==> config.mk <==
export PLATFORM = sky130hd
export DESIGN_NAME = number_analyzer_scheduler
export DESIGN_NICKNAME = d
export VERILOG_FILES = /design/src/rtl/number_analyzer_scheduler.sv
export SDC_FILE = /design/constraint.sdc
export NUM_CORES = 1
export LEC_CHECK = 0
export CAP_MARGIN = 15
export CORE_MARGIN = 10
export CORE_UTILIZATION = 42
export CTS_BUF_LIST = sky130_fd_sc_hd__clkbuf_16
export DETAILED_ROUTE_END_ITERATION = 16
export GPL_ROUTABILITY_DRIVEN = 0
export PLACE_DENSITY = 0.93
export SYNTH_ARGS = -nofsm -noshare
export SYNTH_HDL_FRONTEND = slang
export SYNTH_SLANG_ARGS = --single-unit
==> constraint.sdc <==
create_clock -name clock -period 2.05 [get_ports clock]
set_input_delay 0.205 -clock clock [delete_from_list [all_inputs] [get_ports clock]]
set_output_delay 0.205 -clock clock [all_outputs]
set_load 0.02 [all_outputs]
==> src/rtl/number_analyzer_scheduler.sv <==
// Round-robin scheduler that shares one analyzer engine between N_REQ
// requesters. One request is in flight at a time; a wait counter bounds
// how long the engine may take before the request is answered with a
// timeout verdict. All outputs come straight from flops.
//
// Handshake: a requester holds req_valid until it sees a one-cycle req_ack;
// the scheduler then pulses eng_go once, waits for a one-cycle eng_done
// (sampled only while waiting), and answers with a one-cycle resp_valid to
// the same requester, with resp_result/resp_timeout valid alongside it.
module number_analyzer_scheduler #(
    parameter int N_REQ   = 4,
    parameter int WIDTH   = 32,
    parameter int TIMEOUT = 1024
) (
    input  logic                   clock,
    input  logic                   reset,
    input  logic [N_REQ-1:0]       req_valid,
    input  logic [N_REQ*WIDTH-1:0] req_number,
    output logic [N_REQ-1:0]       req_ack,
    output logic [N_REQ-1:0]       resp_valid,
    output logic                   resp_result,
    output logic                   resp_timeout,
    output logic                   eng_go,
    output logic [WIDTH-1:0]       eng_number,
    input  logic                   eng_done,
    input  logic                   eng_result,
    output logic                   busy,
    output logic [7:0]             timeout_count
);

    localparam int IW = $clog2(N_REQ);
    localparam int CW = $clog2(TIMEOUT);

    typedef enum logic [1:0] {
        S_IDLE    = 2'd0,
        S_ISSUE   = 2'd1,
        S_WAIT    = 2'd2,
        S_RESPOND = 2'd3
    } state_t;

    state_t           state_q, state_d;
    logic [IW-1:0]    last_grant_q, last_grant_d;
    logic [IW-1:0]    idx_q, idx_d;
    logic [WIDTH-1:0] number_q, number_d;
    logic [CW-1:0]    cnt_q, cnt_d;
    logic [7:0]       tcount_q, tcount_d;
    logic             result_q, result_d;
    logic             tflag_q, tflag_d;
    logic [N_REQ-1:0] ack_q, ack_d;
    logic [N_REQ-1:0] respv_q, respv_d;
    logic             go_q, go_d;
    logic             busy_q, busy_d;

    logic [WIDTH-1:0] num_arr [N_REQ];
    logic             win_found;
    logic [IW-1:0]    win_idx;
    logic [IW:0]      cand_sum;
    logic [IW-1:0]    cand_idx;

    // Split the flat operand bus into one word per requester
    always_comb begin
        for (int i = 0; i < N_REQ; i++) begin
            num_arr[i] = req_number[i*WIDTH +: WIDTH];
        end
    end

    // Round-robin search starting just after the last served requester
    always_comb begin
        win_found = 1'b0;
        win_idx   = '0;
        cand_sum  = '0;
        cand_idx  = '0;
        for (int off = 1; off <= N_REQ; off++) begin
            cand_sum = {1'b0, last_grant_q} + (IW+1)'(off);
            if (cand_sum >= (IW+1)'(N_REQ)) begin
                cand_sum = cand_sum - (IW+1)'(N_REQ);
            end
            cand_idx = cand_sum[IW-1:0];
            if (!win_found && req_valid[cand_idx]) begin
                win_found = 1'b1;
                win_idx   = cand_idx;
            end
        end
    end

    // Next-state and next-output logic; outputs are computed for the state
    // being entered so the registered versions line up with that state
    always_comb begin
        state_d      = state_q;
        last_grant_d = last_grant_q;
        idx_d        = idx_q;
        number_d     = number_q;
        cnt_d        = cnt_q;
        tcount_d     = tcount_q;
        result_d     = result_q;
        tflag_d      = tflag_q;
        ack_d        = '0;
        respv_d      = '0;
        go_d         = 1'b0;
        case (state_q)
            S_IDLE: begin
                if (win_found) begin
                    idx_d          = win_idx;
                    number_d       = num_arr[win_idx];
                    ack_d[win_idx] = 1'b1;
                    go_d           = 1'b1;
                    state_d        = S_ISSUE;
                end
            end
            S_ISSUE: begin
                cnt_d   = '0;
                state_d = S_WAIT;
            end
            S_WAIT: begin
                // A completion on the last allowed cycle still counts as done
                if (eng_done) begin
                    result_d       = eng_result;
                    tflag_d        = 1'b0;
                    respv_d[idx_q] = 1'b1;
                    state_d        = S_RESPOND;
                end else if (cnt_q == CW'(TIMEOUT - 1)) begin
                    result_d       = 1'b0;
                    tflag_d        = 1'b1;
                    respv_d[idx_q] = 1'b1;
                    if (tcount_q != 8'hFF) begin
                        tcount_d = tcount_q + 8'd1;
                    end
                    state_d        = S_RESPOND;
                end else begin
                    cnt_d = cnt_q + CW'(1);
                end
            end
            S_RESPOND: begin
                last_grant_d = idx_q;
                state_d      = S_IDLE;
            end
            default: begin
                state_d = S_IDLE;
            end
        endcase
        busy_d = (state_d != S_IDLE);
    end

    // State and output registers with synchronous reset
    always_ff @(posedge clock) begin
        if (reset) begin
            state_q      <= S_IDLE;
            last_grant_q <= IW'(N_REQ - 1);
            idx_q        <= '0;
            number_q     <= '0;
            cnt_q        <= '0;
            tcount_q     <= '0;
            result_q     <= 1'b0;
            tflag_q      <= 1'b0;
            ack_q        <= '0;
            respv_q      <= '0;
            go_q         <= 1'b0;
            busy_q       <= 1'b0;
        end else begin
            state_q      <= state_d;
            last_grant_q <= last_grant_d;
            idx_q        <= idx_d;
            number_q     <= number_d;
            cnt_q        <= cnt_d;
            tcount_q     <= tcount_d;
            result_q     <= result_d;
            tflag_q      <= tflag_d;
            ack_q        <= ack_d;
            respv_q      <= respv_d;
            go_q         <= go_d;
            busy_q       <= busy_d;
        end
    end

    assign req_ack       = ack_q;
    assign resp_valid    = respv_q;
    assign resp_result   = result_q;
    assign resp_timeout  = tflag_q;
    assign eng_go        = go_q;
    assign eng_number    = number_q;
    assign busy          = busy_q;
    assign timeout_count = tcount_q;

endmodule

# == After elaboration in Yosys (flattened, before gate mapping) ==
# Index checks and enable logic that the tools add are counted.
# op_classes
addsub,10
mux,41
multipliers,0
bitwise_logic,5
n_lt_le_gt_ge,13
n_div,0
shift,0
eq_ne,7
n_reduce_logical,19
# op_table
op,count
32-bit binary-select mux with 2-bit select,1
32-bit two-way mux,2
2-bit two-way mux,11
10-bit two-way mux,2
10-bit case mux with 2 select lines,1
"2-bit by 3-bit < comparator with 1-bit output, second input constant",6
"3-bit >= comparator, second input constant",5
1-bit two-way mux,15
"10-bit by 1-bit adder with 10-bit output, second input constant",1
"10-bit equality test, second input constant",1
"8-bit by 1-bit adder with 8-bit output, second input constant",1
1-bit binary-select mux with 2-bit select,4
4-bit two-way mux,2
"8-bit inequality test, second input constant",1
2-bit case mux with 4 select lines,1
"2-bit by 1-bit subtractor with 2-bit output, second input constant",4
"2-bit by 2-bit adder with 3-bit output, second input constant",2
2-bit nonzero test,3
1-bit logical AND,5
1-bit demux with 2-bit select,2
"2-bit equality test, second input constant",2
"2-bit by 1-bit >= comparator with 1-bit output, second input constant",2
"2-bit inequality test, second input constant",2
1-bit NOT,4
11 further kinds,15
# word_totals
latchBits,0
regBits,68
romBits,0
mem_bits_rw,0
input_bits,136
wordCells,107
out_inout_bits,52
mem_count,0

# == Longest topological paths before layout ==
# Gate-level depths: netlist of run 1.
# logic_depth
ltp_word,19
ltp_mapped,7
depth_no_buf,6

# == Least setup slack after synthesis of run 1 ==
# No wires, ideal clock.
# synth_timing
path_kind,reg-to-reg
start,register tcount_q[0] (netlist: timeout_count[0])
end,register tcount_q[0] (netlist: timeout_count[0])
arrival_ns,1.530
path_stages_with_launch,7
slack_ns,0.392
synth_period_minus_slack_ns,1.658
required_ns,1.922
setup_time_ns,0.128
path_buffers,0
path_cell_list,dfxtp_1 > ha_1 > nand3_1 > o211ai_1 > nor2_1 > xnor2_1 > nor2_1
# synth_via
elab_chain_cells,2
word_cells_on_any_way,3
classes_between,1 x add/sub; 1 x eq/ne; 1 x reduce/logical
# synth_lines
item,line_no,text
start: declaration,46,"logic [7:0] tcount_q, tcount_d;"
start signal: assignment,165,tcount_q <= tcount_d;
"parallel branches: the longest is 2 deep, another holds 8-bit by 1-bit adder with 8-bit output",n/a,
# Parallel ways; which one is timed is not known.
# A chain may end at the register's enable or synchronous reset.

# == Worst setup path in the final report of run 1 ==
# layout_timing
start,register last_grant_q[1]
end,register number_q[6] (netlist: eng_number[6])
# layout_via
elab_chain_cells,19
word_cells_on_any_way,43
classes_between,8 x add/sub; 4 x order compare; 23 x mux; 1 x bitwise; 7 x reduce/logical
# layout_lines
item,line_no,text
start: declaration,42,"logic [IW-1:0] last_grant_q, last_grant_d;"
start signal: assignment,148,last_grant_q <= IW'(N_REQ - 1);
start signal: assignment,161,last_grant_q <= last_grant_d;
2-bit by 1-bit adder with 3-bit output,74,"cand_sum = {1'b0, last_grant_q} + (IW+1)'(off);"
3-bit >= comparator / 2-bit by 1-bit subtractor with 2-bit output (equally long branches),"75, 76",
2-bit two-way mux,75,if (cand_sum >= (IW+1)'(N_REQ)) begin
1-bit binary-select mux with 2-bit select,79,if (!win_found && req_valid[cand_idx]) begin
1-bit two-way mux (implied by the code),79,
1-bit two-way mux,79,
1-bit logical NOT,79,
1-bit logical AND,79,
[... 2 more ...],n/a,
1-bit logical AND,79,
1-bit two-way mux,79,
1-bit logical NOT,79,
1-bit logical AND,79,
2-bit two-way mux,79,
2-bit NOT with 3-bit output (implied by the code),104,number_d = num_arr[win_idx];
32-bit binary-select mux with 2-bit select,104,
32-bit two-way mux (implied by the code) (2 in a row),104,
end signal: assignment,163,number_q <= number_d;
end: declaration,44,"logic [WIDTH-1:0] number_q, number_d;"
# Parallel ways exist; a longest one is shown, timed or not. The select of a mux whose other input is x is not followed.

==> metrics.cfg, run 1 <==
[finish]
fin_util_pct=68.88
nFillCells=701
multi_input_area_sq_um=2455
insertedDiodeCount=0
area_delta_synth_final_pct=58.00
regArea_sq_um=1361
drive_above_1_share_pct=18.41
finalNetCount=725
fin_area_sq_um=6425

[cts]
cts_tree=yes
cts_root_buffer=clkbuf_16
htree_levels=3
clock_path_buffers=2
clock_sinks=68
cts_made_buffers=9
postCtsSetupBuffers=0
postCtsResizedCells=0
clk_pin_slew_ps=60
postCtsHoldBufs=0
clk_latency_ps=330

[placed_design]
pre_cts_ws_ps=-33.61
numPortBuffers=187
hpwl_um=10980
place_area_sq_um=6125

[timing]
skew_ps=10.09
min_period_ps=1767
fmax_mhz=565.8
tightest_slew_ps=814.2
setup_viol=0
slew_violations=0
hold_ws_ps=479.8
finalHoldViolCount=0
post-route-period-util_pct=86.21
max-slew-margin-rel_pct=45.72
setup_slack_ps=282.7
rsz0062_at_grt=false

[logic_synthesis]
synth-seq-cells=68
netlist_top_cells_area=dfxtp_1 (33%), a221oi_2 (11%), a211oi_2 (8.6%)
synth_edf_count=0
ys_warn_count=0
yosys.area.top_type=dfxtp_1
synthArstFlopShare_pct=0
synth.yosys.seq_area_share_pct=33.48
synth_top_area_share_pct=33.48
syn_inst=403
synth-main-ff-cell=dfxtp_1
synth_area_per_cell_sq_um=10.09
syn_area_sq_um=4066
synth_fp_nets=541
yosysUniqueCellTypes=50

[die]
rows=35
die_y_um=118.4
start_util_pct=43.59
dieArea_sq_um=14020
ios=188
die_w_um=118.4
core_region_area_sq_um=9328

[route]
drcViolationCount=0
antenna_left=0
drtIter0Drc=199
wire_per_inst_um=19.70
drtPass1Iterations=5
route.vias.total=3990
drt-total-wl_um=14200
via_per_inst=5.534

[pwr]
p_total_mw=4.666
ir_drop_mv=0.3756
p_leak_nw=2.562
p_per_area_nw_per_um2=726.3

[global_route]
busiest_layer=met2
grt_pass1_vias=4299
grt-ovfl-total=0
antenna_found_initial=0
grt_pass1_wl_um=22910
met2_usage_pct=36.72
met3_usage_pct=6.378
grt_use_met1_pct=20.18
grt_start_max_net_pins=48
grt.total_usage_pct=19.81

[critical_path]
path_class=flip-flop to flip-flop
critPathBufInv=1
r2r_slack_ps=280
critPathMaxStageDelay_ps=440
ff2ff_path_depth=6
arrival_ps=1970
path_cells=mux2i_1, o21ai_2, a21o_2, buf_12, a221oi_2, a211oi_2
cp_slowest_cell=dfxtp_1
cp.required_ps=2250
critPathMaxFanout=15
critPathLaunchType=flip-flop
critPathTopFamily=compound AO/OA/AOI/OAI gates
end_kind=flip-flop
cp.depth=6

[hold_path]
hp-class=flip-flop to flip-flop
hold_depth=2

[flow_run]
max-cap-violations=0

[status]
outcome=complete, no violations

tightest hold or removal path: stages, from the launching register on:
cell and delay [ps]:
dfxtp_1 320, nand2_1 60, o21ai_0 60
metrics by stage:
step	TNS, ps	std cells
3_3_place_gp	0	705
2_1_floorplan	0	403
6_report	0	721
4_1_cts	0	721
3_5_place_dp	-68.52	705
5_1_grt	0	721
Yosys cell counts, drive strengths merged (3+ instances only):
| cell type | number |
|---|---|
| xor2 | 4 |
| dfxtp | 68 |
| xnor2 | 9 |
| nand3 | 9 |
| nor2 | 30 |
| inv | 6 |
| a211oi | 34 |
| clkbuf | 16 |
| a21oi | 5 |
| o21bai | 32 |
| nand2 | 18 |
| o21ai | 5 |
| nand4 | 3 |
| nor3b | 3 |
| a221oi | 33 |
| nor3 | 6 |
| buf | 19 |
| and3 | 41 |
| a211o | 3 |
| mux2i | 33 |
routing by layer:
| metal | routed length [um] | vias up |
|---|---|---|
| met1 | 5147 | 1922 |
| met3 | 988 | 26 |
| met2 | 7633 | 133 |
| met5 | 0 | - |
| li1 | - | 1909 |
| met4 | 431 | 0 |
sequential cells by signal (all words and copies together), names as in the netlist:
signal         cells
resp_result        1
busy               1
resp_timeout       1
timeout_count      8
cnt_q             10
last_grant_q       2
idx_q              2
resp_valid         4
state_q            2
eng_number        32
eng_go             1
req_ack            4
layout make-up:
type / instances / share of cell area [%]
Clock buffer: 9 / 3.505
Clock inverter: 7 / 1.168
Inverter: 6 / 0.3505
Multi-Input combinational cell: 294 / 38.21
Sequential cell: 68 / 21.19
Tap cell: 129 / 2.512
Timing Repair Buffer: 208 / 33.07
power by group:
group / internal, mW / total [mW] / switching (mW)
clock: 0.950 / 1.57 / 0.617
combinational: 0.778 / 1.54 / 0.758
sequential: 1.47 / 1.56 / 0.0969
placed cells by master, fill, tap and decap left out, types with 3 or more instances in the layout:
master           count
xor2_1               4
and3_1              41
a211oi_2            28
dfxtp_1             68
a221oi_1             3
o21bai_1            32
nand2_1             17
a221oi_2            30
a211oi_1             5
mux2i_1             33
xnor2_1              9
clkdlybuf4s50_1    186
buf_12               8
nor2_1              29
nor3_1               6
a211o_1              3
clkbuf_16            9
a21oi_1              4
buf_4               13
o21ai_0              4
nand3_1              8
inv_1                6
nor3b_1              3
final timing paths:
path              startpoint             to
min reg2reg         cnt_q[1]       cnt_q[1]
min                 cnt_q[1]       cnt_q[1]
max reg2reg  last_grant_q[1]  eng_number[6]
max          last_grant_q[1]  eng_number[6]
cells by family after synthesis:
| group | after synthesis | share of synthesized area (%) |
|---|---|---|
| buffers and inverters | 41 | 6.615 |
| AND/OR/NAND/NOR | 126 | 17.05 |
| adder cells (fa/ha/maj) | 2 | 0.6153 |
| AO/OA/AOI/OAI | 119 | 31.05 |
| multiplexers | 34 | 8.400 |
| flip-flops | 68 | 33.48 |
| XOR/XNOR | 13 | 2.800 |
Note: power is estimated with default switching activity, not from simulation.
==> inputs of run 2 (changes only) <==
Settings changed: REMOVE_ABC_BUFFERS set to 1.
==> run 2 against run 1 <==
  * Non-clock buffer count unchanged
  * Critical path depth did not move
  * Maximum frequency is 2.6% lower
  * Register-to-register slack worse by 50 ps
  * Core utilization up 0.58 points
  * Sequential cell count stayed put
  * Clock power rose by 13%
  * Setup slack lost 47 ps
  * Clock-buffer cell count unchanged
  * Critical path type unchanged
  * Largest power group unchanged
==> metrics.cfg, run 2 (synthesized netlist as in run 1, its figures left out) <==
[status]
outcome=complete, no violations

[critical_path]
ff2ff_path_depth=6
cp_slowest_cell=dfxtp_1
path_class=flip-flop to flip-flop
cp.required_ps=2250
critPathMaxFanout=13
path_cells=mux2i_1, o21ai_2, a21o_2, buf_12, a221oi_1, a211oi_1
critPathLaunchType=flip-flop
end_kind=flip-flop
arrival_ps=2010
critPathMaxStageDelay_ps=460

[die]
dieArea_sq_um=14020
die_w_um=118.4
ios=188
core_region_area_sq_um=9328
rows=35
die_y_um=118.4
start_util_pct=43.59

[route]
routed-wl-met2_um=7162
via_per_inst=5.657
met1_length_um=5445
drtPass1Iterations=4
drcViolationCount=0
routed.top_layer=met4
dr_wl_met3_um=1507
wire_per_inst_um=20.05
route.vias.total=4079
antenna_left=0
drtIter0Drc=220
drt-total-wl_um=14460

[global_route]
antenna_found_initial=0
grt.total_usage_pct=20.10
grt_pass1_wl_um=23490
grt-ovfl-total=0
grt_start_max_net_pins=35
grt_pass1_vias=4410

[pwr]
p_per_area_nw_per_um2=753.3
p_leak_nw=2.587
ir_drop_mv=0.5436
p_total_mw=4.881

[placed_design]
hpwl_um=11100
post-place-cells=705
numPortBuffers=187

[timing]
tightest_slew_ps=612.6
slew_violations=0
max-slew-margin-rel_pct=58.98
min_period_ps=1814
finalHoldViolCount=0
fmax_mhz=551.2
skew_ps=7.720
setup_tns_ps=0
post-route-period-util_pct=88.51
setup_viol=0
rsz0062_at_grt=false

[finish]
area_delta_synth_final_pct=59.32
stdcell_count=721
regArea_sq_um=1361
fin_util_pct=69.46
largest_reg_flops=32
finalNetCount=725
layout_commonest_cell=clkdlybuf4s50_1
most-common-layout-cells=clkdlybuf4s50_1 (186), dfxtp_1 (68), and3_1 (41)
drive_above_1_share_pct=18.24
multi_input_area_sq_um=2455
insertedDiodeCount=0
nFillCells=689

[hold_path]
hold_depth=2
hp-class=input pin to flip-flop

[cts]
clk_latency_ps=320
cts_made_buffers=9
cts_root_buffer=clkbuf_16
clock_sinks=68
postCtsResizedCells=0
cts_tree=yes
postCtsHoldBufs=0
htree_levels=3
postCtsSetupBuffers=0
clock_path_buffers=2
clk_pin_slew_ps=60

[flow_run]
max-cap-violations=0

==> run 2: metal layers <==
layer	vias up	GRT usage (%)
met5	-	0
met4	0	6.183
met3	28	9.139
met2	194	34.11
met1	1947	21.98
li1	1910	-
==> run 2: path summary, 6_finish.rpt <==
path                       to  slack, ps            start
max reg2reg     eng_number[0]        240  last_grant_q[1]
max             eng_number[0]        240  last_grant_q[1]
min reg2reg      resp_timeout        470     resp_timeout
min          timeout_count[7]        360            reset
==> run 2: power by group <==
group	leakage (nW)	internal (mW)	switching, mW
Clock	0.171	1.19	0.582
Combinational	1.86	0.785	0.770
Sequential	0.559	1.47	0.0923
Total	2.59	3.44	1.44
==> run 2: layout make-up <==
type | count | share of cell area, %
Tap cell | 129 | 2.491
Clock buffer | 9 | 3.476
Sequential cell | 68 | 21.01
Inverter | 6 | 0.3476
Clock inverter | 7 | 1.796
Multi-Input combinational cell | 294 | 37.89
Timing Repair Buffer | 208 | 32.99
==> run 2: metrics by stage <==
stage / instance area (sq um) / hold slack [ps] / worst slack, ps
floorplan: 3820 / 274.1 / -877.7
global placement: 6137 / 457.0 / 19.14
detailed placement: 6137 / 458.9 / -47.43
CTS: 6479 / 359.1 / 240.9
global route: 6479 / 385.2 / 36.89
finish: 6479 / 358.6 / 235.6
==> run 2: critical path, delay by kind of cell (launching register included) <==
kind	cells	cell delay [ps]
buffers and inverters	1	170
flip-flops	1	460
multiplexers	1	290
AO/OA/AOI/OAI	4	770
